==> src/rtl/bp_update_ctrl_pkg.sv <==
// Shared types for the gshare predictor update path: opcodes, queue entry
// layout, controller states and the PC-to-PHT-row hash used by both sides.
package bp_types;

  localparam int BP_ROW_W = 5;
  localparam int BP_COL_W = 3;

  typedef enum logic [6:0] {
    op_lui   = 7'b0110111,
    op_auipc = 7'b0010111,
    op_jal   = 7'b1101111,
    op_jalr  = 7'b1100111,
    op_br    = 7'b1100011,
    op_load  = 7'b0000011,
    op_store = 7'b0100011,
    op_imm   = 7'b0010011,
    op_reg   = 7'b0110011,
    op_csr   = 7'b1110011
  } rv32i_opcode;

  typedef struct packed {
    logic [BP_ROW_W-1:0] row;
    logic [BP_COL_W-1:0] col;
    logic                taken;
  } bp_upd_t;

  typedef enum logic {
    INIT,
    RUN
  } bp_state_t;

  // Bit 5 is skipped so the row hash matches the predictor read path exactly.
  function automatic logic [BP_ROW_W-1:0] bp_row_idx(input logic [31:0] pc);
    return {pc[7:6], pc[4:2]};
  endfunction

endpackage

==> src/rtl/bp_update_ctrl_fifo.sv <==
// Small synchronous FIFO holding pending PHT updates; head is combinational
// so a queued entry can be written the cycle after it is pushed.
module bp_upd_fifo #(
  parameter int DEPTH = 4,
  parameter int WIDTH = 9
) (
  input  logic             clk,
  input  logic             clr,
  input  logic             push,
  input  logic             pop,
  input  logic [WIDTH-1:0] push_data,
  output logic             full,
  output logic             empty,
  output logic [WIDTH-1:0] head
);

  localparam int PTR_W = $clog2(DEPTH);

  logic [WIDTH-1:0] mem [DEPTH];
  logic [PTR_W:0]   wr_ptr;
  logic [PTR_W:0]   rd_ptr;
  logic             do_push;
  logic             do_pop;

  // A push into a full queue is still taken when the head leaves the same cycle.
  assign do_pop  = pop & ~empty;
  assign do_push = push & (~full | do_pop);

  assign empty = (wr_ptr == rd_ptr);
  assign full  = (wr_ptr[PTR_W] != rd_ptr[PTR_W]) &&
                 (wr_ptr[PTR_W-1:0] == rd_ptr[PTR_W-1:0]);
  assign head  = mem[rd_ptr[PTR_W-1:0]];

  always_ff @(posedge clk) begin
    if (clr) begin
      wr_ptr <= '0;
      rd_ptr <= '0;
    end else begin
      if (do_push) wr_ptr <= wr_ptr + (PTR_W+1)'(1);
      if (do_pop)  rd_ptr <= rd_ptr + (PTR_W+1)'(1);
    end
  end

  always_ff @(posedge clk) begin
    if (!clr && do_push) mem[wr_ptr[PTR_W-1:0]] <= push_data;
  end

endmodule

==> src/rtl/bp_update_ctrl.sv <==
// gshare predictor update controller: PHT init sweep after reset/flush, then
// queued EX branch outcomes drained to the PHT. Optional macro BP_PERF_CNT_EN.
module bp_update_ctrl
  import bp_types::*;
#(
  parameter int   PC_INDEX_WIDTH = 5,
  parameter int   GBHR_WIDTH     = 3,
  parameter int   QUEUE_DEPTH    = 4,
  parameter logic PHT_INIT_VAL   = 1'b0
) (
  input  logic                      clk,
  input  logic                      rst,
  input  logic                      stall,
  input  logic                      bp_flush,
  input  logic [31:0]               EX_pc,
  input  rv32i_opcode               EX_opcode,
  input  logic                      EX_br_en,
  input  logic [GBHR_WIDTH-1:0]     gbhr_in,
  input  logic                      pht_wr_ready,
  output logic                      gbhr_shift,
  output logic                      gbhr_serial_in,
  output logic                      gbhr_clear,
  output logic                      pht_we,
  output logic [PC_INDEX_WIDTH-1:0] pht_wr_row,
  output logic [GBHR_WIDTH-1:0]     pht_wr_col,
  output logic                      pht_wr_data,
  output logic                      pht_wr_init,
  output logic                      bp_ready,
  output logic                      q_full
`ifdef BP_PERF_CNT_EN
  ,
  output logic [31:0]               perf_upd_cnt,
  output logic [31:0]               perf_drop_cnt
`endif
);

  localparam int SWEEP_W = PC_INDEX_WIDTH + GBHR_WIDTH;
  localparam int UPD_W   = PC_INDEX_WIDTH + GBHR_WIDTH + 1;

  bp_state_t                 state;
  logic [SWEEP_W-1:0]        sweep_idx;
  logic                      in_run;
  logic                      clr;
  logic                      enq;
  logic                      push;
  logic                      pop;
  logic                      fifo_full;
  logic                      fifo_empty;
  logic [UPD_W-1:0]          push_data;
  logic [UPD_W-1:0]          head;
  logic [PC_INDEX_WIDTH-1:0] head_row;
  logic [GBHR_WIDTH-1:0]     head_col;
  logic                      head_taken;

  // Flush outranks a same-cycle branch: nothing is queued or shifted then.
  assign in_run    = (state == RUN) & ~rst;
  assign clr       = rst | bp_flush;
  assign enq       = in_run & ~bp_flush & (EX_opcode == op_br) & ~stall;
  assign pop       = in_run & ~bp_flush & ~fifo_empty & pht_wr_ready;
  assign push      = enq & (~fifo_full | pop);
  assign push_data = {PC_INDEX_WIDTH'(bp_row_idx(EX_pc)), gbhr_in, EX_br_en};
  assign {head_row, head_col, head_taken} = head;

  bp_upd_fifo #(
    .DEPTH (QUEUE_DEPTH),
    .WIDTH (UPD_W)
  ) u_fifo (
    .clk       (clk),
    .clr       (clr),
    .push      (push),
    .pop       (pop),
    .push_data (push_data),
    .full      (fifo_full),
    .empty     (fifo_empty),
    .head      (head)
  );

  always_ff @(posedge clk) begin
    if (rst || bp_flush) begin
      state     <= INIT;
      sweep_idx <= '0;
    end else begin
      case (state)
        INIT: begin
          if (pht_wr_ready) begin
            sweep_idx <= sweep_idx + SWEEP_W'(1);
            if (&sweep_idx) state <= RUN;
          end
        end
        RUN: state <= RUN;
        default: state <= INIT;
      endcase
    end
  end

  // The sweep owns the write port in INIT; in RUN the queue head drives it.
  always_comb begin
    pht_we      = 1'b0;
    pht_wr_init = 1'b0;
    pht_wr_data = head_taken;
    pht_wr_row  = head_row;
    pht_wr_col  = head_col;
    if (!rst) begin
      if (state == INIT) begin
        pht_we      = 1'b1;
        pht_wr_init = 1'b1;
        pht_wr_data = PHT_INIT_VAL;
        pht_wr_row  = sweep_idx[SWEEP_W-1:GBHR_WIDTH];
        pht_wr_col  = sweep_idx[GBHR_WIDTH-1:0];
      end else if (!bp_flush && !fifo_empty) begin
        pht_we = 1'b1;
      end
    end
  end

  assign gbhr_shift     = enq;
  assign gbhr_serial_in = EX_br_en;
  assign gbhr_clear     = rst | (state == INIT);
  assign bp_ready       = in_run;
  assign q_full         = fifo_full & ~rst;

`ifdef BP_PERF_CNT_EN
  // Counters survive flushes so they span the whole run since reset.
  always_ff @(posedge clk) begin
    if (rst) begin
      perf_upd_cnt  <= '0;
      perf_drop_cnt <= '0;
    end else begin
      if (pop && (perf_upd_cnt != '1))
        perf_upd_cnt <= perf_upd_cnt + 32'd1;
      if (enq && !push && (perf_drop_cnt != '1))
        perf_drop_cnt <= perf_drop_cnt + 32'd1;
    end
  end
`endif

endmodule

==> config.mk <==
export PLATFORM = sky130hd
export DESIGN_NAME = bp_update_ctrl
export DESIGN_NICKNAME = d
export VERILOG_FILES = /design/src/rtl/bp_update_ctrl_pkg.sv /design/src/rtl/bp_update_ctrl_fifo.sv /design/src/rtl/bp_update_ctrl.sv
export SDC_FILE = /design/constraint.sdc
export NUM_CORES = 1
export LEC_CHECK = 0
export CAP_MARGIN = 20
export CORE_MARGIN = 2
export CORE_UTILIZATION = 43
export CTS_CLUSTER_DIAMETER = 80
export CTS_CLUSTER_SIZE = 30
export DETAILED_ROUTE_END_ITERATION = 16
export PLACE_DENSITY_LB_ADDON = 0.1
export REMOVE_ABC_BUFFERS = 1
export SYNTH_ARGS = -nofsm -noshare
export SYNTH_HDL_FRONTEND = slang
export SYNTH_SLANG_ARGS = --single-unit
==> constraint.sdc <==
create_clock -name clk -period 2.2 [get_ports clk]
set_clock_uncertainty 0.05 [all_clocks]
set_input_delay 0.66 -clock clk [delete_from_list [all_inputs] [get_ports clk]]
set_output_delay 0.66 -clock clk [all_outputs]
set_load 0.02 [all_outputs]
==> Yosys cells after proc, flatten, opt, wreduce, memory -nomap -nowiden <==
Memories as Yosys holds them, arrays and structs flattened. A register that Yosys moved wholly into a read port is not among the register bits.
Index checks and enable logic that the tools add are counted.
{ "totals": {"reg_bits": 15, "ramBits": 36, "inputBits": 48, "out_inout_bits": 16, "wordCells": 59, "mem_count": 1} }
{ "mem_list": {"columns": ["memory", "words", "width", "read_ports", "rd_ports_with_merged_regs", "write_ports", "line_no", "text"], "rows": [
  ["u_fifo.mem", 4, 9, 1, 1, 1, "bp_update_ctrl_fifo.sv:19", "logic [WIDTH-1:0] mem [DEPTH];"]
]} }
{ "op_classes": {"addsub": 3, "eq_ne": 4, "n_mux": 18, "n_bitwise": 20, "reduce_logical": 9} }
{ "ops": {"columns": ["op", "count"], "rows": [
  ["$mux 1", 11],
  ["$and 1x1->1", 10],
  ["$mux 5", 2],
  ["$add 8x1->8 const B", 1],
  ["$reduce_and 8->1", 1],
  ["$eq 7x7->1 const B", 1],
  ["$add 3x1->3 const B", 2],
  ["$mux 3", 2],
  ["$not 1->1", 6],
  ["$mux 2", 2],
  ["$or 1x1->1", 4],
  ["$eq 3x3->1", 1],
  ["$logic_and 1x1->1", 3],
  ["$logic_not 1->1", 3],
  ["$eq 2x2->1", 1],
  ["$pmux 1 s2", 1],
  ["$reduce_and 2->1", 1],
  ["$logic_or 1x1->1", 1],
  ["$ne 1x1->1", 1]
]} }

==> Longest topological paths before layout <==
Gate-level depths: netlist of run 1.
{ "depth": {"ltp_word": 11, "ltp_mapped": 5, "ltp_nobuf": 4} }

==> Cells and area by module <==
From an unflattened synthesis of run 1, not the netlist that was laid out.
{ "unflattened": {"cells_unflattened": 173, "hier_area_um2": 2443.6} }
{ "modules_own_cells": {"columns": ["mod", "instances", "cells_per_inst", "area_each_um2", "seq_area_each_um2"], "rows": [
  ["bp_upd_fifo", 1, 107, 1855.5, 1241.2],
  ["bp_update_ctrl", 1, 66, 588.1, 180.2]
]} }

==> Worst setup path before layout of run 1 <==
No wires, ideal clock.
{ "synth_path": {"path_kind": "input-to-output", "startpoint": "input port rst", "endpoint": "output port pht_wr_col[0]", "arrival_ns": 1.697, "required_ns": 1.490, "slack_ns": -0.207, "stages": 3, "n_path_buf": 1, "cell_sequence": "nor2_1 > buf_1 > mux2_2"} }
{ "synth_via": {"elab_chain_len": 1} }
{ "synth_rtl": {"columns": ["element", "line_no", "text"], "rows": [
  ["start: declaration", "bp_update_ctrl.sv:12", "input logic rst,"],
  ["$mux 3", "bp_update_ctrl.sv:103", "if (!rst) begin"],
  ["end: declaration", "bp_update_ctrl.sv:25", "output logic [GBHR_WIDTH-1:0] pht_wr_col,"]
]} }
No other way between the ends.

==> summary.txt, run 1 <==
STA
  • Worst Setup Slack, final: -250.3 ps
  • Minimum clock period: 2450 ps
  • RSZ-0062 raised after global routing: yes
  • Relative slew margins: 0.7604
  • Final period util: 1.114
  • Final Max Tran Viols: 0
  • Final hold vios: 0
  • Final setup vio count: 9
  • Achievable Freq: 408.1 MHz
  • Worst hold slack: 505.7 ps
  • Tightest Pin Transition: 357.7 ps

Cells and area
  • Final cell count without fillers: 293
  • Reg area: 1425 sq um
  • Antenna diode count: 0
  • Share of cells above drive strength 1: 0.3498
  • Area of the multi-input gates: 893.4 sq um
  • Nets: 276
  • Layout area overhead: 36.58%
  • Fillers: 422

Route
  • Initial DRC count: 89
  • Routed len/inst: 15.62 um
  • DRC Markers: 0
  • Avg Vias per Cell: 5.092
  • Vias: 1492
  • Post-Route WL: 4577 um
  • Final ANT Viol Nets: 0
  • Pre-Repair DR Iteration Count: 4

Power
  • Worst vdd ir: 0.0002783 V
  • P_leak: 1.173 nW
  • Final total power: 1.720 mW
  • Pwr per Cell Area: 546.9 nW/um^2

Outcome
  • Failing checks: negative setup slack
  • Status: complete, but fails checks

Critical path
  • Critical-path top delay cell: mux4_2
  • Worst Setup Start Kind: flop
  • Worst path cell trace: buf_6 -> mux4_2 -> mux2_4 -> buf_6
  • Req. time, crit path: 1490 ps
  • Critical path endpoint category: primary output
  • Max stage delay on crit path: 510 ps
  • Crit path max fanout: 4
  • CP Data Arrival Time: 1740 ps
  • Crit-path most repeated cell: buf_6
  • Crit Path Category: reg2out

Synthesis
  • Number of synthesized register bits: 53
  • Top cell type's share of synthesized area: 0.4696
  • Yosys Warn Count: 0
  • Sequential fraction of the synthesis area: 0.6174
  • Yosys cell types: 35
  • Mapped Cells: 159
  • Ys async rst share: 0
  • Synth area leaders: edfxtp_1, dfxtp_1, mux4_2
  • Mapped Area: 2302 sq um
  • Most area-hungry cell type in the Yosys netlist: edfxtp_1
  • Top_reg_cell synth: edfxtp_1
  • Synthesized area per cell: 14.48 sq um
  • Number of enable flip-flop cells after synthesis: 36

Floorplanning
  • Die Height: 77.17 um
  • Die W: 77.17 um
  • Boundary Pins: 64
  • Rows: 26
  • Core area: 5140 sq um
  • Die footprint: 5955 sq um
  • Starting Density: 0.4479

Placement
  • Gpl congestion: 0.7057
  • IO buf count: 36
  • Pre-CTS setup slack: -837.4 ps
  • DP HPWL: 3304 um
  • Dpl cells: 281

Clock network
  • CTS max path bufs: 2
  • CTS tree: done
  • Clock sinks: 53
  • Clk slew on worst S/H paths: 90 ps
  • CTS Buf Count: 5
  • CTS root buffer: clkbuf_8
  • Clk_lat worst skew: 300 ps
  • CTS H-tree depth: 2

Hold path
  • HP Class: reg2reg

Run
  • Max-cap viol count: 0

GRT
  • Largest net degree at the start of global routing: 18
  • Antenna violations before repair: 0
  • All-Layer GR Usage: 0.1720
  • Vias in the first global route: 1550
  • First-pass GRT wire length: 7741 um
  • Grt ovf: 0
[metrics by stage]
step	utilization	TNS, ps	instance area, sq um
floorplan	-	-3744	2271
global placement	0.5723	-22210	2942
detailed placement	0.5723	-22420	2942
CTS	0.6044	-2179	3107
global route	0.6117	-2465	3144
finish	0.6117	-1959	3144
[critical path: cells and delay by family, from the launching register on]
kind                   cells  cell delay, ps
buffers and inverters      2             250
multiplexers               2             800
flip-flops                 1             380
[cell usage in the layout (no fill, tap or decap), types with 3 or more instances in the layout]
| cell | instances |
|---|---|
| a21oi_1 | 3 |
| and2_1 | 3 |
| buf_12 | 4 |
| buf_4 | 19 |
| buf_6 | 15 |
| clkbuf_2 | 3 |
| clkbuf_8 | 5 |
| clkdlybuf4s50_1 | 10 |
| dfxtp_1 | 16 |
| dlygate4sd2_1 | 8 |
| edfxtp_1 | 36 |
| ha_1 | 6 |
| inv_1 | 5 |
| mux2_2 | 5 |
| mux2_4 | 3 |
| mux4_2 | 9 |
| nand2_1 | 6 |
| nand4_1 | 5 |
| nor2_1 | 12 |
| o21ai_0 | 3 |
| xnor2_1 | 4 |
| xor2_1 | 8 |
[logic make-up after synthesis]
logic type | Yosys count | share of synthesized area
adder cells (fa/ha/maj) | 6 | 0.03261
buffers and inverters | 12 | 0.02174
AO/OA/AOI/OAI | 10 | 0.02500
AND/OR/NAND/NOR | 46 | 0.1179
multiplexers | 19 | 0.1359
XOR/XNOR | 13 | 0.04946
flip-flops | 53 | 0.6174
[registers in the layout (all words and copies together) (netlist names), named ones only]
register and flops:
u_fifo.rd_ptr 3, sweep_idx 8, u_fifo.mem 36, state 1, u_fifo.wr_ptr 3
[cells in the mapped netlist (2+ instances only)]
| library cell | n |
|---|---|
| edfxtp_1 | 36 |
| dfxtp_1 | 17 |
| nor2_1 | 14 |
| mux4_2 | 9 |
| mux2_2 | 8 |
| xor2_1 | 8 |
| ha_1 | 6 |
| nand2_1 | 6 |
| inv_1 | 5 |
| nand4_1 | 5 |
| xnor2_1 | 5 |
| clkbuf_1 | 4 |
| a21oi_1 | 3 |
| and2_1 | 3 |
| nor2b_1 | 3 |
| o21ai_0 | 3 |
| a31oi_1 | 2 |
| and3_1 | 2 |
| and4_1 | 2 |
| and4bb_2 | 2 |
| mux2i_1 | 2 |
[what timing repair did]
| action | in CTS | in global routing |
|---|---|---|
| hold buffers | 0 | 0 |
| pin swaps | 4 | 3 |
| gates cloned | 1 | 0 |
| buffers inserted | 2 | 1 |
| endpoints found under the setup margin | 17 | 12 |
| gates resized for setup | 101 | 15 |
[per-layer routing]
layer | wire length [um] | track usage | share of wire
met4 | 144 | 0.06964 | 0.031
met2 | 2314 | 0.2835 | 0.51
met1 | 1945 | 0.2167 | 0.42
met3 | 172 | 0.04353 | 0.038
met5 | 0 | 0 | 0
[layout make-up]
cell class	count	share of cell area
Sequential cell	53	0.4532
Multi-Input combinational cell	94	0.2841
Timing Repair Buffer	63	0.2002
Tap cell	70	0.02786
Clock buffer	5	0.02189
Clock inverter	3	0.006765
Inverter	5	0.005969
[final timing paths]
kind	to	slack [ps]	cells after the start	start
setup / recovery	pht_wr_col[0]	-250	4	flop
hold / removal	u_fifo.rd_ptr[2]	510	1	u_fifo.rd_ptr[2]
setup reg to reg	u_fifo.wr_ptr[2]	400	5	u_fifo.rd_ptr[0]
hold reg to reg	u_fifo.rd_ptr[2]	510	1	u_fifo.rd_ptr[2]
[power breakdown]
part	switching (mW)	internal [mW]	total (mW)
registers	0.00161	1.06	1.06
logic	0.0500	0.0684	0.118
clock network	0.313	0.226	0.539
(Power assumes the default switching activity.)
==> run 2, diff against run 1 <==
clock period = 2.02 ns   (was 2.2 ns; I/O delays follow)
==> summary.txt, run 2 (synthesis results as in run 1) <==
Critical path
  • Crit Path Category: reg2out
  • Register-to-Register Path Depth: 6
  • Delay-heaviest family, CP: multiplexers
  • Crit-path most repeated cell: buf_6
  • Req. time, crit path: 1360 ps
  • Worst path cell trace: buf_6 -> mux4_2 -> mux2_4 -> buf_6
  • Worst Setup Start Kind: flop
  • Reg2reg end: u_fifo.wr_ptr[2]
  • Max stage delay on crit path: 520 ps
  • Critical-path top delay cell: mux4_2
  • CP bufs+invs: 2
  • CP Data Arrival Time: 1740 ps
  • Worst reg2reg startpoint: u_fifo.wr_ptr[1]
  • Worst R2R Setup Slack: 150 ps
  • Critical path endpoint category: primary output
  • Crit path max fanout: 4

Power
  • P_leak: 1.233 nW
  • Pwr per Cell Area: 585.0 nW/um^2
  • Final total power: 1.882 mW
  • Worst vdd ir: 0.0003668 V

Placement
  • DP HPWL: 3436 um
  • IO buf count: 36
  • DP Area: 2982 sq um
  • Gpl congestion: 0.6942

Route
  • Routed len/inst: 15.93 um
  • Pre-Repair DR Iteration Count: 4
  • Avg Vias per Cell: 5.126
  • Final ANT Viol Nets: 0
  • DRC Markers: 0
  • Initial DRC count: 49
  • WL met2: 2566 um
  • Met3 WL: 160 um
  • Post-Route WL: 4811 um
  • Post-Route M1 WL: 2041 um
  • Vias: 1548
  • Top sig layer: met4

Cells and area
  • Antenna diode count: 0
  • Share of cells above drive strength 1: 0.4483
  • Largest register FFs: 36
  • Commonest non-fill, non-tap cells in the layout: edfxtp_1, buf_4, buf_6, nor2_1
  • Commonest non-fill, non-tap cell in the layout: edfxtp_1
  • Design area: 3217 sq um
  • Layout area overhead: 39.73%
  • Nets: 285

Hold path
  • Hold Path Cell Cnt: 1
  • Hold endpoint: u_fifo.rd_ptr[2]
  • HP Class: reg2reg
  • Hold wc startpoint: u_fifo.rd_ptr[2]

GRT
  • All-Layer GR Usage: 0.1786
  • Vias in the first global route: 1595
  • Largest net degree at the start of global routing: 17
  • First-pass GRT wire length: 8183 um
  • Antenna violations before repair: 0
  • Grt ovf: 0

STA
  • Tightest Pin Transition: 351.4 ps
  • Final setup vio count: 10
  • RSZ-0062 raised after global routing: yes
  • Worst Setup Slack, final: -379.0 ps
  • Worst hold slack: 430.5 ps
  • Final Max Tran Viols: 0
  • Final hold vios: 0
  • Final period util: 1.188
  • TNS Setup: -3124 ps
  • Achievable Freq: 416.8 MHz
  • Minimum clock period: 2399 ps
  • Relative slew margins: 0.7649

Clock network
  • CTS tree: done
  • Clock sinks: 53
  • CTS H-tree depth: 2
  • Clk slew on worst S/H paths: 90 ps
  • CTS max path bufs: 2
  • Clk_lat worst skew: 300 ps
  • CTS Buf Count: 5
  • CTS root buffer: clkbuf_8
  • Post-CTS Hold Fix Bufs: 0

Outcome
  • Status: complete, but fails checks
  • Failing checks: negative setup slack

Floorplanning
  • Die W: 77.17 um
  • Core area: 5140 sq um
  • Die footprint: 5955 sq um
  • Die Height: 77.17 um
  • Rows: 26
  • Starting Density: 0.4479
  • Boundary Pins: 64

Run
  • Max-cap viol count: 0
==> run 2: worst max path at each step <==
stage,slack (ps),start,end,depth (start not counted)
after detailed placement,-900,rst,pht_wr_col[2],5
after global routing,-420,flop,pht_wr_col[0],4
after global placement,-890,rst,pht_wr_col[2],5
after CTS,-410,flop,pht_wr_col[0],4
final,-380,flop,pht_wr_col[0],4
after floorplan,-390,rst,pht_wr_col[0],2
==> run 2: where the power goes <==
part / leakage [nW] / internal (mW) / switching [mW]
logic: 0.723 / 0.0827 / 0.0550
registers: 0.464 / 1.15 / 0.00182
clock network: 0.0456 / 0.248 / 0.340
==> run 2: final cells by class <==
type / count / area (sq um)
Fill cell: 426 / 1923
Sequential cell: 53 / 1433
Multi-Input combinational cell: 94 / 905.9
Timing Repair Buffer: 72 / 685.7
Tap cell: 70 / 87.58
Clock buffer: 6 / 72.57
Inverter: 5 / 18.77
Clock inverter: 2 / 13.76
==> run 2: through the flow <==
| stage | std cells | utilization | setup slack [ps] |
|---|---|---|---|
| 2_1_floorplan | 152 | - | -392.3 |
| 3_3_place_gp | 288 | 0.5801 | -889.1 |
| 3_5_place_dp | 288 | 0.5801 | -903.1 |
| 4_1_cts | 301 | 0.6207 | -405.8 |
| 5_1_grt | 302 | 0.6259 | -423.6 |
| 6_report | 302 | 0.6259 | -379.0 |
==> run 2: routing by layer <==
layer	vias to the layer above	global-route usage
met5	-	0
met4	0	0.04286
met3	6	0.04235
met2	27	0.3217
met1	775	0.2150
li1	740	-
==> run 2: timing repair <==
action | in CTS | in global routing
setup endpoints to repair | 54 | 15
resized for setup | 129 | 23
buffers inserted | 4 | 1
pin swaps | 7 | 4
gates cloned | 1 | 0
